<file path="config.mk">
export PLATFORM = sky130hd
export DESIGN_NAME = ramb16_s9_arbiter
export DESIGN_NICKNAME = d
export VERILOG_FILES = /design/src/rtl/ramb_ctrl_pkg.sv /design/src/rtl/ramb_rr_arb2.sv /design/src/rtl/ramb16_s9_arbiter.sv
export SDC_FILE = /design/constraint.sdc
export NUM_CORES = 1
export LEC_CHECK = 0
export ABC_AREA = 1
export CAP_MARGIN = 20
export CORE_ASPECT_RATIO = 2
export CORE_UTILIZATION = 37
export DETAILED_ROUTE_END_ITERATION = 7
export GPL_ROUTABILITY_DRIVEN = 1
export PLACE_DENSITY = 0.81
export SETUP_SLACK_MARGIN = 0.1
export SKIP_LAST_GASP = 1
export SYNTH_ARGS = -nofsm -noshare
export SYNTH_HDL_FRONTEND = slang
export SYNTH_SLANG_ARGS = --single-unit
</file>
<file path="constraint.sdc">
create_clock -name CLK -period 4 [get_ports CLK]
set_input_delay 0.8 -clock CLK [delete_from_list [all_inputs] [get_ports CLK]]
set_output_delay 0.8 -clock CLK [all_outputs]
set_load 0.01 [all_outputs]
</file>
<file path="src/rtl/ramb_ctrl_pkg.sv">
// rtl/ramb_ctrl_pkg.sv - shared types and constants for the block-RAM arbiter
package ramb_ctrl_pkg;

  localparam int RAM_DEPTH = 2048;
  localparam int RAM_AW    = 11;
  localparam int RAM_DW    = 8;

  typedef enum logic {
    IDLE  = 1'b0,
    CLEAR = 1'b1
  } ctrl_state_t;

  typedef enum logic {
    REQ_A = 1'b0,
    REQ_B = 1'b1
  } req_id_t;

endpackage

</file>
<file path="src/rtl/ramb_rr_arb2.sv">
// rtl/ramb_rr_arb2.sv - two-way round-robin grant with last-winner pointer
module ramb_rr_arb2
  import ramb_ctrl_pkg::*;
(
  input  logic       CLK,
  input  logic       RST_N,
  input  logic       en,
  input  logic [1:0] req,
  output logic [1:0] gnt
);

  req_id_t last_q;

  // bit 0 is requester A, bit 1 is requester B
  always_comb begin
    gnt = 2'b00;
    if (en) begin
      if (req[0] && (!req[1] || last_q == REQ_B)) begin
        gnt = 2'b01;
      end else if (req[1]) begin
        gnt = 2'b10;
      end
    end
  end

  always_ff @(posedge CLK or negedge RST_N) begin
    if (!RST_N) begin
      last_q <= REQ_B;
    end else if (gnt[0]) begin
      last_q <= REQ_A;
    end else if (gnt[1]) begin
      last_q <= REQ_B;
    end
  end

endmodule

</file>
<file path="src/rtl/ramb16_s9_arbiter.sv">
// rtl/ramb16_s9_arbiter.sv - two-master arbiter and clear sequencer for a 2048x9 block RAM
module ramb16_s9_arbiter
  import ramb_ctrl_pkg::*;
#(
  parameter logic [8:0] CLR_VAL = 9'h000,
  parameter int         DEPTH   = RAM_DEPTH
) (
  input  logic              CLK,
  input  logic              RST_N,
  input  logic              A_REQ,
  input  logic              A_WE,
  input  logic [RAM_AW-1:0] A_ADDR,
  input  logic [RAM_DW-1:0] A_DI,
  input  logic              A_DIP,
  output logic              A_ACK,
  output logic              A_RVALID,
  input  logic              B_REQ,
  input  logic              B_WE,
  input  logic [RAM_AW-1:0] B_ADDR,
  input  logic [RAM_DW-1:0] B_DI,
  input  logic              B_DIP,
  output logic              B_ACK,
  output logic              B_RVALID,
  output logic [RAM_DW-1:0] RDATA,
  output logic              RDATAP,
  input  logic              CLR,
  output logic              CLR_BUSY,
  output logic              CLR_DONE,
  output logic              RAM_EN,
  output logic              RAM_WE,
  output logic              RAM_SSR,
  output logic [RAM_AW-1:0] RAM_ADDR,
  output logic [RAM_DW-1:0] RAM_DI,
  output logic              RAM_DIP,
  input  logic [RAM_DW-1:0] RAM_DO,
  input  logic              RAM_DOP
);

  ctrl_state_t       state_q, state_d;
  logic [RAM_AW-1:0] clr_cnt_q;
  logic              a_rvalid_q, b_rvalid_q, clr_done_q;
  logic              arb_en, clr_last;
  logic [1:0]        gnt;

  // RST_N gates the grant so ACK and RAM strobes drop immediately on reset
  assign arb_en   = RST_N && (state_q == IDLE) && !CLR;
  assign clr_last = (state_q == CLEAR) && (clr_cnt_q == RAM_AW'(DEPTH - 1));

  ramb_rr_arb2 u_arb (
    .CLK   (CLK),
    .RST_N (RST_N),
    .en    (arb_en),
    .req   ({B_REQ, A_REQ}),
    .gnt   (gnt)
  );

  always_comb begin
    state_d  = state_q;
    RAM_EN   = 1'b0;
    RAM_WE   = 1'b0;
    RAM_ADDR = '0;
    RAM_DI   = '0;
    RAM_DIP  = 1'b0;
    case (state_q)
      IDLE: begin
        if (CLR) begin
          state_d = CLEAR;
        end
        if (gnt[0]) begin
          RAM_EN   = 1'b1;
          RAM_WE   = A_WE;
          RAM_ADDR = A_ADDR;
          RAM_DI   = A_DI;
          RAM_DIP  = A_DIP;
        end else if (gnt[1]) begin
          RAM_EN   = 1'b1;
          RAM_WE   = B_WE;
          RAM_ADDR = B_ADDR;
          RAM_DI   = B_DI;
          RAM_DIP  = B_DIP;
        end
      end
      CLEAR: begin
        RAM_EN   = 1'b1;
        RAM_WE   = 1'b1;
        RAM_ADDR = clr_cnt_q;
        RAM_DI   = CLR_VAL[7:0];
        RAM_DIP  = CLR_VAL[8];
        if (clr_last) begin
          state_d = IDLE;
        end
      end
      default: state_d = IDLE;
    endcase
  end

  // the sweep counter wraps 2047 -> 0 on its own, ready for the next clear
  always_ff @(posedge CLK or negedge RST_N) begin
    if (!RST_N) begin
      state_q    <= IDLE;
      clr_cnt_q  <= '0;
      a_rvalid_q <= 1'b0;
      b_rvalid_q <= 1'b0;
      clr_done_q <= 1'b0;
    end else begin
      state_q    <= state_d;
      a_rvalid_q <= gnt[0] & ~A_WE;
      b_rvalid_q <= gnt[1] & ~B_WE;
      clr_done_q <= clr_last;
      if (state_q == CLEAR) begin
        clr_cnt_q <= clr_cnt_q + 1'b1;
      end
    end
  end

  assign A_ACK    = gnt[0];
  assign B_ACK    = gnt[1];
  assign A_RVALID = a_rvalid_q;
  assign B_RVALID = b_rvalid_q;
  assign RDATA    = RAM_DO;
  assign RDATAP   = RAM_DOP;
  assign CLR_BUSY = (state_q == CLEAR);
  assign CLR_DONE = clr_done_q;
  assign RAM_SSR  = 1'b0;

endmodule

</file>
==> results of run 1 <==
-- critical path, delay by kind of cell --
kind | cells | cell delay [ps]
AND/OR/NAND/NOR | 5 | 880
buffers and inverters | 2 | 1030
-- layer usage --
metal,vias up,part of all wire,global-route usage,wire (um)
met4,0,0.023,0.1019,73
li1,643,-,-,-
met2,57,0.56,0.3433,1801
met1,561,0.33,0.1497,1045
met3,6,0.085,0.02526,271
met5,-,0,0,0
-- power by group through the flow --
stage | registers [mW] | logic, mW | clock network (mW)
CTS | 0.245 | 0.262 | 0.144
floorplan | 0.235 | 0.139 | 0
finish | 0.244 | 0.258 | 0.142
global route | 0.253 | 0.282 | 0.150
detailed placement | 0.247 | 0.261 | 0
global placement | 0.245 | 0.257 | 0
-- flip-flops by register name, summed over array words and instances, names as in the netlist --
register / cells
A_RVALID: 1
CLR_DONE: 1
B_RVALID: 1
CLR_BUSY: 1
clr_cnt_q: 11
u_arb.last_q: 1
-- per-stage QoR --
stage                     worst slack (ps)  hold WS, ps  area, sq um
after floorplan                       1732        483.0         1301
after global placement               547.8        510.4         1952
after detailed placement             477.0        506.9         1952
after CTS                            475.7        523.2         2007
after global routing                 396.8        533.7         2007
final                                475.5        524.2         2007
-- final timing paths --
kind                                          startpoint                        to  slack [ps]  cells after the start
worst min-delay path            clr_cnt_q[4]$_DFFE_PN0P_  clr_cnt_q[4]$_DFFE_PN0P_         520                      1
worst max register to register        CLR_BUSY$_DFF_PN0_  u_arb.last_q$_DFFE_PN1P_        2660                      8
min in group asynchronous                          RST_N  clr_cnt_q[3]$_DFFE_PN0P_         980                      2
worst min register to register  clr_cnt_q[4]$_DFFE_PN0P_  clr_cnt_q[4]$_DFFE_PN0P_         520                      1
max in group asynchronous                          RST_N  u_arb.last_q$_DFFE_PN1P_        2770                      2
worst max-delay path                                 CLR               RAM_ADDR[5]         480                      7
-- cell families after synthesis --
kind of cell,count (synthesis),synth area share
flops,16,0.3087
compound gates,3,0.01442
simple gates,111,0.4500
fa+ha+maj,1,0.009614
other cells,1,0.002882
buf+inv,34,0.1673
xor+xnor,7,0.04712
-- placed cells by master (no fill, tap or decap) --
cell	Yosys	routed
sky130_fd_sc_hd__a21oi_1	1	1
sky130_fd_sc_hd__a21oi_2	1	1
sky130_fd_sc_hd__buf_4	12	2
sky130_fd_sc_hd__clkbuf_8	0	4
sky130_fd_sc_hd__clkdlybuf4s50_1	0	74
sky130_fd_sc_hd__conb_1	1	1
sky130_fd_sc_hd__dfrtp_1	15	15
sky130_fd_sc_hd__dfstp_2	1	1
sky130_fd_sc_hd__ha_1	1	1
sky130_fd_sc_hd__inv_1	15	15
sky130_fd_sc_hd__inv_2	1	1
sky130_fd_sc_hd__inv_4	2	2
sky130_fd_sc_hd__nand2_1	60	60
sky130_fd_sc_hd__nand2_2	18	18
sky130_fd_sc_hd__nand2_4	2	2
sky130_fd_sc_hd__nand3_1	9	9
sky130_fd_sc_hd__nand3_2	10	10
sky130_fd_sc_hd__nand4_1	2	2
sky130_fd_sc_hd__nor2_1	5	5
sky130_fd_sc_hd__nor2_2	2	2
sky130_fd_sc_hd__nor2_4	1	1
sky130_fd_sc_hd__nor2_8	1	1
sky130_fd_sc_hd__nor3_1	1	1
sky130_fd_sc_hd__o21ai_1	1	1
sky130_fd_sc_hd__xnor2_1	2	2
sky130_fd_sc_hd__xor2_1	5	5
-- final cells by class --
cell class,instances,share of cell area
clock buffer,4,0.02743
inverter,18,0.03616
multi-input combinational,123,0.3398
sequential,16,0.2001
tap,32,0.01995
timing repair buffer,76,0.3766
==> results_tabular.tex, run 1 <==
\begin{tabular}{lr}
\hline
Metric & Value \\
\hline
\multicolumn{2}{l}{\textbf{Placed design}} \\
HPWL Detailed & approximately 2500 um \\
Routability congestion estimate & approximately 0.74 \\
\# placed instances & roughly 270 \\
Count of input and output buffers & 74 \\
\multicolumn{2}{l}{\textbf{Setup path}} \\
Worst path required time & 3200 ps \\
Cell with the biggest individual delay on the critical path & sky130\_fd\_sc\_hd\_\_clkdlybuf4s50\_1 \\
Critical Path End Type & output pin \\
Startpoint type of the worst setup path & input pin \\
Setup Crit Path Kind & input pin to output pin \\
Chain of cells forming the critical path & clkdlybuf4s50\_1 -> nor2\_8 -> nand2\_4 -> nor2\_4 -> nand2\_1 -> nand3\_2 -> clkdlybuf4s50\_1 \\
Arrival time of the worst setup path & 2720 ps \\
Slowest Stage Delay on Critical Path & around 540 ps \\
Critical path peak fanout & 22 \\
Most used cell along the critical path & sky130\_fd\_sc\_hd\_\_clkdlybuf4s50\_1 \\
\multicolumn{2}{l}{\textbf{Die}} \\
Die X-Extent & between 40 and 50 um \\
Die Footprint & between 3000 and 4000 sq um \\
Height of the chip & 85.87 um \\
Placeable Area & between 3000 and 4000 sq um \\
Initial standard-cell utilization of the core & 0.3852 \\
Row cnt & 30 \\
I/O pin total & 94 \\
\multicolumn{2}{l}{\textbf{Timing}} \\
Total count of hold-check failures in the final report & 0 \\
Clock period minus final worst setup slack & roughly 3500 ps \\
Worst-margin pin slew & between 500 and 600 ps \\
Highest achievable clock rate & 0.2837 GHz \\
Count of final max-slew check failures & 0 \\
Post-route clock period utilization & 0.8811 \\
Remaining max-slew budget at the tightest pin & 0.6396 \\
Final Setup Violations & 0 \\
RSZ-0062 raised after global routing & false \\
Setup Total Neg Slack & 0 ps \\
Worst setup skew after layout & 4.433 ps \\
\multicolumn{2}{l}{\textbf{Detailed routing}} \\
Number of routed nets with antenna violations & 0 \\
DRT Pass-1 Iters & 7 \\
Drt initial violations & 29 \\
Final wirelength & 3191 um \\
Vias after detailed routing & about 1300 \\
Per-cell routed wire length & roughly 12 um \\
Via count normalized by instance count & approximately 4.7 \\
Number of design rule violations left after detail routing & 14 \\
\multicolumn{2}{l}{\textbf{Logic synthesis}} \\
Synthesized flop and latch total & 16 \\
Share of Yosys cell area claimed by the top area cell type & 0.2885 \\
Synth Net Count & 230 \\
Most instantiated library cell after synthesis & sky130\_fd\_sc\_hd\_\_nand2\_1 \\
Number of flops mapped to enable cells by yosys & 0 \\
Yosys warns & 0 \\
Largest area contributor in the netlist & sky130\_fd\_sc\_hd\_\_dfrtp\_1 \\
Register area share after synthesis & 0.3087 \\
Avg Cell Area, Syn & roughly 7.5 sq um \\
Primary FF master, synth & sky130\_fd\_sc\_hd\_\_dfrtp\_1 \\
Largest cells by area after synthesis & sky130\_fd\_sc\_hd\_\_dfrtp\_1, sky130\_fd\_sc\_hd\_\_nand2\_1, sky130\_fd\_sc\_hd\_\_nand2\_2 \\
Ys async rst share & 1.000 \\
Leading cell types by count after synthesis & sky130\_fd\_sc\_hd\_\_nand2\_1, sky130\_fd\_sc\_hd\_\_nand2\_2, sky130\_fd\_sc\_hd\_\_dfrtp\_1, sky130\_fd\_sc\_hd\_\_inv\_1, sky130\_fd\_sc\_hd\_\_buf\_4 \\
Post-Syn Instances & approximately 170 \\
Unique masters post-synth & 27 \\
Netlist area before placement & around 1300 sq um \\
\multicolumn{2}{l}{\textbf{Pwr}} \\
Tot Pwr & 644.2 uW \\
Internal Power & $\sim$440 uW \\
Net Sw Frac & 0.3168 \\
Portion of total power attributed to sequential cells & 0.379 \\
Sw Pwr & 204.1 uW \\
Share of power burned in combinational logic & 0.401 \\
Max VDD drop & between 0.0003 and 0.0004 V \\
Clk pwr share & 0.220 \\
Cell Pwr Density & roughly 320 nW/um\^{}2 \\
Leakage & 0.9945 nW \\
\multicolumn{2}{l}{\textbf{Global route}} \\
Global Route Usage Sum & 0.1734 \\
Overflow left after global routing & 0 \\
Wire length of the first global-routing pass & 4899 um \\
Antenna violations before repair & 0 \\
Largest net degree at the start of global routing & 24 \\
Via count of the first global-routing pass & between 1000 and 1500 \\
\multicolumn{2}{l}{\textbf{Cells and area}} \\
Post-synthesis to final-layout area growth & 54.23\% \\
\# fillers & a little over 300 \\
Area occupied by multi-input gates & 681.9 sq um \\
Final-stage net count & $\sim$300 \\
Share of layout cells above drive strength 1 & 0.1899 \\
End-of-flow core utilization & 0.5941 \\
Sequential Area & approximately 400 sq um \\
Total inserted antenna cells & 0 \\
Filler-free cell count of the finished design & about 270 \\
\multicolumn{2}{l}{\textbf{CTS}} \\
Insertion delay of the later-clocked pin in the worst-skew pair & 250 ps \\
Clock slew at reported path FFs & 60 ps \\
Number of post-CTS setup repair buffers & 0 \\
CTS-repair resized insts & 0 \\
Number of buffers created by CTS & 3 \\
CTS Hold Bufs & 0 \\
Buffer levels on the longest clock path & 2 \\
CTS tree & done \\
H-tree depth reported by CTS & 1 \\
Clock Sinks & 16 \\
Cell chosen for the clock root & sky130\_fd\_sc\_hd\_\_clkbuf\_8 \\
\multicolumn{2}{l}{\textbf{Run status}} \\
Violations in the final reports & design-rule violations \\
Status & finished with violations \\
\multicolumn{2}{l}{\textbf{Hold path}} \\
Hold/Removal Path Class & flip-flop to flip-flop \\
\multicolumn{2}{l}{\textbf{Job}} \\
Max capacitance violation total & 0 \\
\hline
\end{tabular}
Note: power is estimated with default switching activity, not from simulation.
==> inputs of run 2 (changes only) <==
==> constraint.sdc (replaced) <==
create_clock -name CLK -period 4.4 [get_ports CLK]
set_input_delay 0.88 -clock CLK [delete_from_list [all_inputs] [get_ports CLK]]
set_output_delay 0.88 -clock CLK [all_outputs]
set_load 0.01 [all_outputs]
==> run 2 against run 1 <==
Effect of this change:
- the flow still finishes with violations (design-rule violations)
- critical path depth is the same
- register-to-register slack better by 100 ps
- combinational power down 9.3%
- sequential cell count is the same
- routed wire length is 1.5% higher
- worst hold slack is essentially flat
- clock skew is 2.6 ps lower
- power down 8.9%
- core utilization fell by 0.22 points
- highest routed layer unchanged
==> results_tabular.tex, run 2 (same netlist as run 1, synthesis figures left out) <==
\begin{tabular}{lr}
\hline
Metric & Value \\
\hline
\multicolumn{2}{l}{\textbf{Cells and area}} \\
End-of-flow core utilization & 0.5919 (-0.002222) \\
Total inserted antenna cells & 0 (unchanged) \\
Largest Register & clr\_cnt\_q \\
Post-synthesis to final-layout area growth & 53.65\% \\
Most common library cell in the layout ignoring fill and taps & sky130\_fd\_sc\_hd\_\_clkdlybuf4s50\_1 \\
Final-stage net count & 294 (-0.34\%) \\
Area of all placed cells without fillers & 1999 sq um (-0.37\%) \\
Filler-free cell count of the finished design & 268 (-0.37\%) \\
Share of layout cells above drive strength 1 & 0.1864 (-0.003433) \\
Most frequent cells in the layout & sky130\_fd\_sc\_hd\_\_clkdlybuf4s50\_1, sky130\_fd\_sc\_hd\_\_nand2\_1, sky130\_fd\_sc\_hd\_\_nand2\_2 \\
Flip-flop count of the largest register, all copies and words added & 11 (unchanged) \\
\multicolumn{2}{l}{\textbf{Timing}} \\
Clock period minus final worst setup slack & roughly 3700 ps \\
Final Setup Violations & 0 (unchanged) \\
Post-route clock period utilization & 0.8309 \\
Remaining max-slew budget at the tightest pin & 0.5044 (-0.1352) \\
Total count of hold-check failures in the final report & 0 (unchanged) \\
Setup Total Neg Slack & 0 ps (unchanged) \\
Crit path setup slack, layout & 744.1 ps (+268.6 ps) \\
Post-Route Hold Slack & 524.4 ps (+0.1940 ps) \\
Worst setup skew after layout & 1.882 ps (-2.552 ps) \\
Highest achievable clock rate & 0.2735 GHz \\
Count of final max-slew check failures & 0 (unchanged) \\
RSZ-0062 raised after global routing & false \\
Worst-margin pin slew & 743.5 ps (+204.1 ps) \\
\multicolumn{2}{l}{\textbf{Detailed routing}} \\
Number of routed nets with antenna violations & 0 (unchanged) \\
Number of design rule violations left after detail routing & 13 (-1) \\
Drt initial violations & 40 (+38\%) \\
Vias after detailed routing & 1290 (+1.8\%) \\
Via count normalized by instance count & 4.813 (+2.2\%) \\
DRT Pass-1 Iters & 8 (+1) \\
Final wirelength & 3240 um (+1.5\%) \\
Per-cell routed wire length & 12.09 um (+1.9\%) \\
\multicolumn{2}{l}{\textbf{Hold path}} \\
Launch point of the worst hold path & clr\_cnt\_q[4]\$\_DFFE\_PN0P\_ \\
Hold/Removal Path Class & flip-flop to flip-flop \\
\multicolumn{2}{l}{\textbf{Die}} \\
Initial standard-cell utilization of the core & 0.3852 (unchanged) \\
Placeable Area & 3378 sq um (unchanged) \\
I/O pin total & 94 (unchanged) \\
Row cnt & 30 (unchanged) \\
Die Footprint & 3772 sq um (unchanged) \\
Die X-Extent & 43.94 um (unchanged) \\
Height of the chip & 85.87 um (unchanged) \\
\multicolumn{2}{l}{\textbf{Placed design}} \\
Count of input and output buffers & 74 (unchanged) \\
HPWL Detailed & 2464 um (-0.29\%) \\
Routability congestion estimate & 0.7507 (+1.6\%) \\
Worst slack at placement & 718.9 ps (+241.9 ps) \\
Standard cell area after detailed placement & 1944 sq um (-0.38\%) \\
\# placed instances & 264 (-0.38\%) \\
\multicolumn{2}{l}{\textbf{Pwr}} \\
Cell Pwr Density & 293.6 nW/um\^{}2 (-8.5\%) \\
Tot Pwr & 587.0 uW (-8.9\%) \\
Max VDD drop & 0.0002539 V (-21\%) \\
Leakage & 0.9903 nW (-0.42\%) \\
\multicolumn{2}{l}{\textbf{CTS}} \\
Clock Sinks & 16 (unchanged) \\
H-tree depth reported by CTS & 1 (unchanged) \\
Number of post-CTS setup repair buffers & 0 (unchanged) \\
Clock slew at reported path FFs & 60 ps (about the same) \\
Insertion delay of the later-clocked pin in the worst-skew pair & 250 ps (about the same) \\
CTS-repair resized insts & 0 (unchanged) \\
CTS Hold Bufs & 0 (unchanged) \\
CTS tree & done \\
Cell chosen for the clock root & sky130\_fd\_sc\_hd\_\_clkbuf\_8 \\
Buffer levels on the longest clock path & 2 (unchanged) \\
Number of buffers created by CTS & 3 (unchanged) \\
\multicolumn{2}{l}{\textbf{Setup path}} \\
Crit. Startpoint & CLR \\
Worst path required time & 3520 ps (+320 ps) \\
Chain of cells forming the critical path & clkdlybuf4s50\_1 -> nor2\_8 -> nand2\_4 -> nor2\_4 -> nand2\_1 -> nand3\_2 -> clkdlybuf4s50\_1 \\
Most used cell along the critical path & sky130\_fd\_sc\_hd\_\_clkdlybuf4s50\_1 \\
Cell family contributing the most delay on the critical path & buffers and inverters \\
Critical path peak fanout & 22 (unchanged) \\
Cell with the biggest individual delay on the critical path & sky130\_fd\_sc\_hd\_\_clkdlybuf4s50\_1 \\
WP buf/inv & 2 (unchanged) \\
Setup Crit Path Kind & input pin to output pin \\
Critical Path End Type & output pin \\
Slowest Stage Delay on Critical Path & 530 ps (about the same) \\
Arrival time of the worst setup path & 2780 ps (+60 ps) \\
Startpoint type of the worst setup path & input pin \\
Crit Reg-Reg Startpoint & CLR\_BUSY\$\_DFF\_PN0\_ \\
\multicolumn{2}{l}{\textbf{Global route}} \\
Overflow left after global routing & 0 (unchanged) \\
Wire length of the first global-routing pass & 5037 um (+2.8\%) \\
Largest net degree at the start of global routing & 24 (unchanged) \\
Antenna violations before repair & 0 (unchanged) \\
Global Route Usage Sum & 0.1743 (+0.0009643) \\
Via count of the first global-routing pass & 1177 (+0.60\%) \\
\multicolumn{2}{l}{\textbf{Run status}} \\
Status & finished with violations \\
Violations in the final reports & design-rule violations \\
\multicolumn{2}{l}{\textbf{Job}} \\
Max capacitance violation total & 0 (unchanged) \\
\hline
\end{tabular}
==> run 2: path summary, 6_finish.rpt <==
kind / end / cells past startpoint / slack (ps)
max: RAM_ADDR[6] / 7 / 740
min: clr_cnt_q[4]$_DFFE_PN0P_ / 1 / 520
max reg2reg: CLR_BUSY$_DFF_PN0_ / 5 / 2760
min reg2reg: clr_cnt_q[4]$_DFFE_PN0P_ / 1 / 520
max in group asynchronous: u_arb.last_q$_DFFE_PN1P_ / 2 / 3080
min in group asynchronous: B_RVALID$_DFF_PN0_ / 2 / 1080
==> run 2: cell type report <==
class	instances	area, sq um
repair buffers	75	748.2
flip-flops and latches	16	401.6
well taps	32	40.04
multi-input cells	123	681.9
fillers	305	1379
inverters	18	72.57
clock buffers	4	55.05
==> run 2: routing by layer <==
metal / GRT usage / part of all wire / vias up
met5: 0 / 0 / -
met3: 0.04000 / 0.087 / 10
met2: 0.3311 / 0.54 / 61
met4: 0.07989 / 0.023 / 0
met1: 0.1662 / 0.35 / 577
li1: - / - / 642
==> run 2: power breakdown <==
| group | internal [mW] | switching (mW) | total, mW |
|---|---|---|---|
| clock | 0.0794 | 0.0507 | 0.130 |
| sequential | 0.180 | 0.0434 | 0.223 |
| combinational | 0.140 | 0.0933 | 0.234 |
| total | 0.400 | 0.187 | 0.587 |
==> run 2: worst register-to-register path: cells and delay by family, from the launching register on <==
family	cells	cell delay (ps)
and+or+nand+nor	4	620
buffers and inverters	1	80
DFF	1	820
==> inputs of run 3 (changes only) <==
--- a/config.mk
+++ b/config.mk
@@ -8,10 +8,10 @@
 export ABC_AREA = 1
 export CAP_MARGIN = 20
 export CORE_ASPECT_RATIO = 2
-export CORE_UTILIZATION = 37
+export CORE_UTILIZATION = 31
 export DETAILED_ROUTE_END_ITERATION = 7
 export GPL_ROUTABILITY_DRIVEN = 1
-export PLACE_DENSITY = 0.81
+export PLACE_DENSITY = 0.72
 export SETUP_SLACK_MARGIN = 0.1
 export SKIP_LAST_GASP = 1
 export SYNTH_ARGS = -nofsm -noshare
==> constraint.sdc (replaced) <==
create_clock -name CLK -period 3.3 [get_ports CLK]
set_input_delay 0.66 -clock CLK [delete_from_list [all_inputs] [get_ports CLK]]
set_output_delay 0.66 -clock CLK [all_outputs]
set_load 0.01 [all_outputs]
==> run 3 against run 2 <==
Effect of this change:
- the flow now finishes without violations
- worst hold slack worse by 9.1 ps
- cell count up 8.2%
- die area up 19%
- clock-buffer cell count unchanged
- via count down 1.2%
- global-route usage down 1.8 points
- largest cell class unchanged
- sequential power up 33%
==> results_tabular.tex, run 3 (same netlist as run 1, synthesis figures left out) <==
\begin{tabular}{lr}
\hline
Metric & Value \\
\hline
\multicolumn{2}{l}{\textbf{Run status}} \\
Status & finished, final reports clean \\
\multicolumn{2}{l}{\textbf{Detailed routing}} \\
Vias after detailed routing & 1275 (-1.2\%) \\
Per-cell routed wire length & 11.67 um (-3.5\%) \\
Via count normalized by instance count & 4.397 (-8.7\%) \\
DRT Pass-1 Iters & 3 (-5) \\
Drt initial violations & 17 (-57\%) \\
Number of design rule violations left after detail routing & 0 (-13) \\
Final wirelength & 3385 um (+4.5\%) \\
Number of routed nets with antenna violations & 0 (unchanged) \\
\multicolumn{2}{l}{\textbf{Placed design}} \\
Count of input and output buffers & 74 (unchanged) \\
Worst slack at placement & 159.1 ps (-559.8 ps) \\
Routability congestion estimate & 0.7326 (-2.4\%) \\
HPWL Detailed & 2715 um (+10\%) \\
\multicolumn{2}{l}{\textbf{Timing}} \\
Count of final max-slew check failures & 0 (unchanged) \\
Setup Total Neg Slack & 0 ps (unchanged) \\
Worst setup skew after layout & 5.220 ps (+3.339 ps) \\
Final Setup Violations & 0 (unchanged) \\
RSZ-0062 raised after global routing & false \\
Crit path setup slack, layout & 252.0 ps (-492.1 ps) \\
Total count of hold-check failures in the final report & 0 (unchanged) \\
Post-route clock period utilization & 0.9236 \\
Clock period minus final worst setup slack & a little over 3000 ps \\
Highest achievable clock rate & between 0.3 and 0.4 GHz \\
\multicolumn{2}{l}{\textbf{Cells and area}} \\
Post-synthesis to final-layout area growth & 57.12\% \\
Total inserted antenna cells & 0 (unchanged) \\
Final-stage net count & 296 (+0.68\%) \\
Share of layout cells above drive strength 1 & 0.1891 (+0.002635) \\
Largest Register & clr\_cnt\_q \\
Most common library cell in the layout ignoring fill and taps & sky130\_fd\_sc\_hd\_\_clkdlybuf4s50\_1 \\
Most frequent cells in the layout & sky130\_fd\_sc\_hd\_\_clkdlybuf4s50\_1, sky130\_fd\_sc\_hd\_\_nand2\_1, sky130\_fd\_sc\_hd\_\_nand2\_2 \\
Flip-flop count of the largest register, all copies and words added & 11 (unchanged) \\
\multicolumn{2}{l}{\textbf{CTS}} \\
Insertion delay of the later-clocked pin in the worst-skew pair & 250 ps (about the same) \\
CTS Hold Bufs & 0 (unchanged) \\
CTS tree & done \\
H-tree depth reported by CTS & 1 (unchanged) \\
Cell chosen for the clock root & sky130\_fd\_sc\_hd\_\_clkbuf\_8 \\
Clock Sinks & 16 (unchanged) \\
Buffer levels on the longest clock path & 2 (unchanged) \\
Number of buffers created by CTS & 3 (unchanged) \\
Clock slew at reported path FFs & 60 ps (about the same) \\
\multicolumn{2}{l}{\textbf{Die}} \\
I/O pin total & 94 (unchanged) \\
Row cnt & 33 (+10\%) \\
Initial standard-cell utilization of the core & 0.3216 (-0.06360) \\
Height of the chip & 93.63 um (+9.0\%) \\
Placeable Area & 4046 sq um (+20\%) \\
Die Footprint & 4476 sq um (+19\%) \\
Die X-Extent & 47.81 um (+8.8\%) \\
\multicolumn{2}{l}{\textbf{Pwr}} \\
Portion of total power attributed to sequential cells & 0.389 (+0.009) \\
Internal Power & 513.5 uW (+29\%) \\
Clk pwr share & 0.198 (-0.024) \\
Net Sw Frac & 0.3262 (+0.006927) \\
Share of power burned in combinational logic & 0.412 (+0.014) \\
Leakage & 0.9955 nW (+0.52\%) \\
Cell Pwr Density & 372.7 nW/um\^{}2 (+27\%) \\
Max VDD drop & 0.0002743 V (+8.1\%) \\
Sw Pwr & 248.6 uW (+33\%) \\
\multicolumn{2}{l}{\textbf{Setup path}} \\
Startpoint type of the worst setup path & input pin \\
Critical Path End Type & output pin \\
Setup Crit Path Kind & input pin to output pin \\
Arrival time of the worst setup path & 2390 ps (-390 ps) \\
Worst path required time & 2640 ps (-880 ps) \\
Critical path peak fanout & 23 (+4.5\%) \\
\multicolumn{2}{l}{\textbf{Global route}} \\
Overflow left after global routing & 0 (unchanged) \\
Wire length of the first global-routing pass & 5099 um (+1.2\%) \\
Global Route Usage Sum & 0.1559 (-0.01843) \\
Via count of the first global-routing pass & 1234 (+4.8\%) \\
Largest net degree at the start of global routing & 24 (unchanged) \\
Antenna violations before repair & 0 (unchanged) \\
\multicolumn{2}{l}{\textbf{Hold path}} \\
Hold/Removal Path Class & flip-flop to flip-flop \\
\multicolumn{2}{l}{\textbf{Job}} \\
Max capacitance violation total & 0 (unchanged) \\
\hline
\end{tabular}
-- run 3: cell types whose count changed in the layout (fill, tap and decap cells not counted) --
cell / previous run / this run
sky130_fd_sc_hd__buf_12: 0 / 1
sky130_fd_sc_hd__buf_4: 1 / 2
sky130_fd_sc_hd__clkbuf_8: 4 / 3
sky130_fd_sc_hd__clkbuf_1: 0 / 1
sky130_fd_sc_hd__inv_6: 0 / 1
sky130_fd_sc_hd__inv_4: 2 / 1
-- run 3: what timing repair did --
| action | CTS | global route |
|---|---|---|
| setup endpoints to repair | 0 | 21 |
| gates resized for setup | 0 | 1 |
| buffers inserted | 0 | 0 |
-- run 3: metrics by stage --
step | cells | instance area [sq um] | utilization | power [mW] | hold slack, ps
after floorplan | 173 | 1301 | - | 0.4534 | 364.4
after global placement | 286 | 1997 | 0.4935 | 0.6124 | 507.6
after detailed placement | 286 | 1997 | 0.4935 | 0.6182 | 514.9
after CTS | 290 | 2042 | 0.5046 | 0.7726 | 523.6
after global routing | 290 | 2044 | 0.5053 | 0.8168 | 550.1
final | 290 | 2044 | 0.5053 | 0.7621 | 515.3
-- run 3: cell type report --
class                           instances  area (sq um)
Multi-Input combinational cell        123         681.9
Inverter                               18         75.07
Clock buffer                            4         45.04
Fill cell                             435          2002
Tap cell                               52         65.06
Timing Repair Buffer                   77         775.7
Sequential cell                        16         401.6
-- run 3: final timing paths --
kind,start,endpoint,slack [ps],cells past startpoint
max in group asynchronous,RST_N,u_arb.last_q$_DFFE_PN1P_,2210,2
max reg2reg,CLR_BUSY$_DFF_PN0_,clr_cnt_q[10]$_DFFE_PN0P_,1830,6
max,B_REQ,RAM_ADDR[10],250,8
min,clr_cnt_q[4]$_DFFE_PN0P_,clr_cnt_q[4]$_DFFE_PN0P_,520,1
min reg2reg,clr_cnt_q[4]$_DFFE_PN0P_,clr_cnt_q[4]$_DFFE_PN0P_,520,1
min in group asynchronous,RST_N,clr_cnt_q[0]$_DFFE_PN0P_,840,2
-- run 3: power by group through the flow --
stage                     combinational [mW]  sequential, mW  clock [mW]
after global routing                   0.351           0.303       0.163
after global placement                 0.314           0.299           0
after detailed placement               0.318           0.300           0
after CTS                              0.320           0.297       0.156
final                                  0.314           0.297       0.151
after floorplan                        0.169           0.285           0
-- run 3: critical path, stage by stage --
cell and delay, ps:
sky130_fd_sc_hd__clkdlybuf4s50_1 450, sky130_fd_sc_hd__inv_1 50, sky130_fd_sc_hd__a21oi_1 230, sky130_fd_sc_hd__nand2_4 100, sky130_fd_sc_hd__inv_6 210, sky130_fd_sc_hd__nand2_1 80
sky130_fd_sc_hd__nand3_1 70, sky130_fd_sc_hd__clkdlybuf4s50_1 530
-- run 3: routing by layer --
layer / GRT usage / part of all wire / up-vias
met4: 0.06713 / 0.024 / 0
met1: 0.1458 / 0.34 / 573
met2: 0.3029 / 0.56 / 51
li1: - / - / 642
met3: 0.01351 / 0.077 / 9
met5: 0 / 0 / -
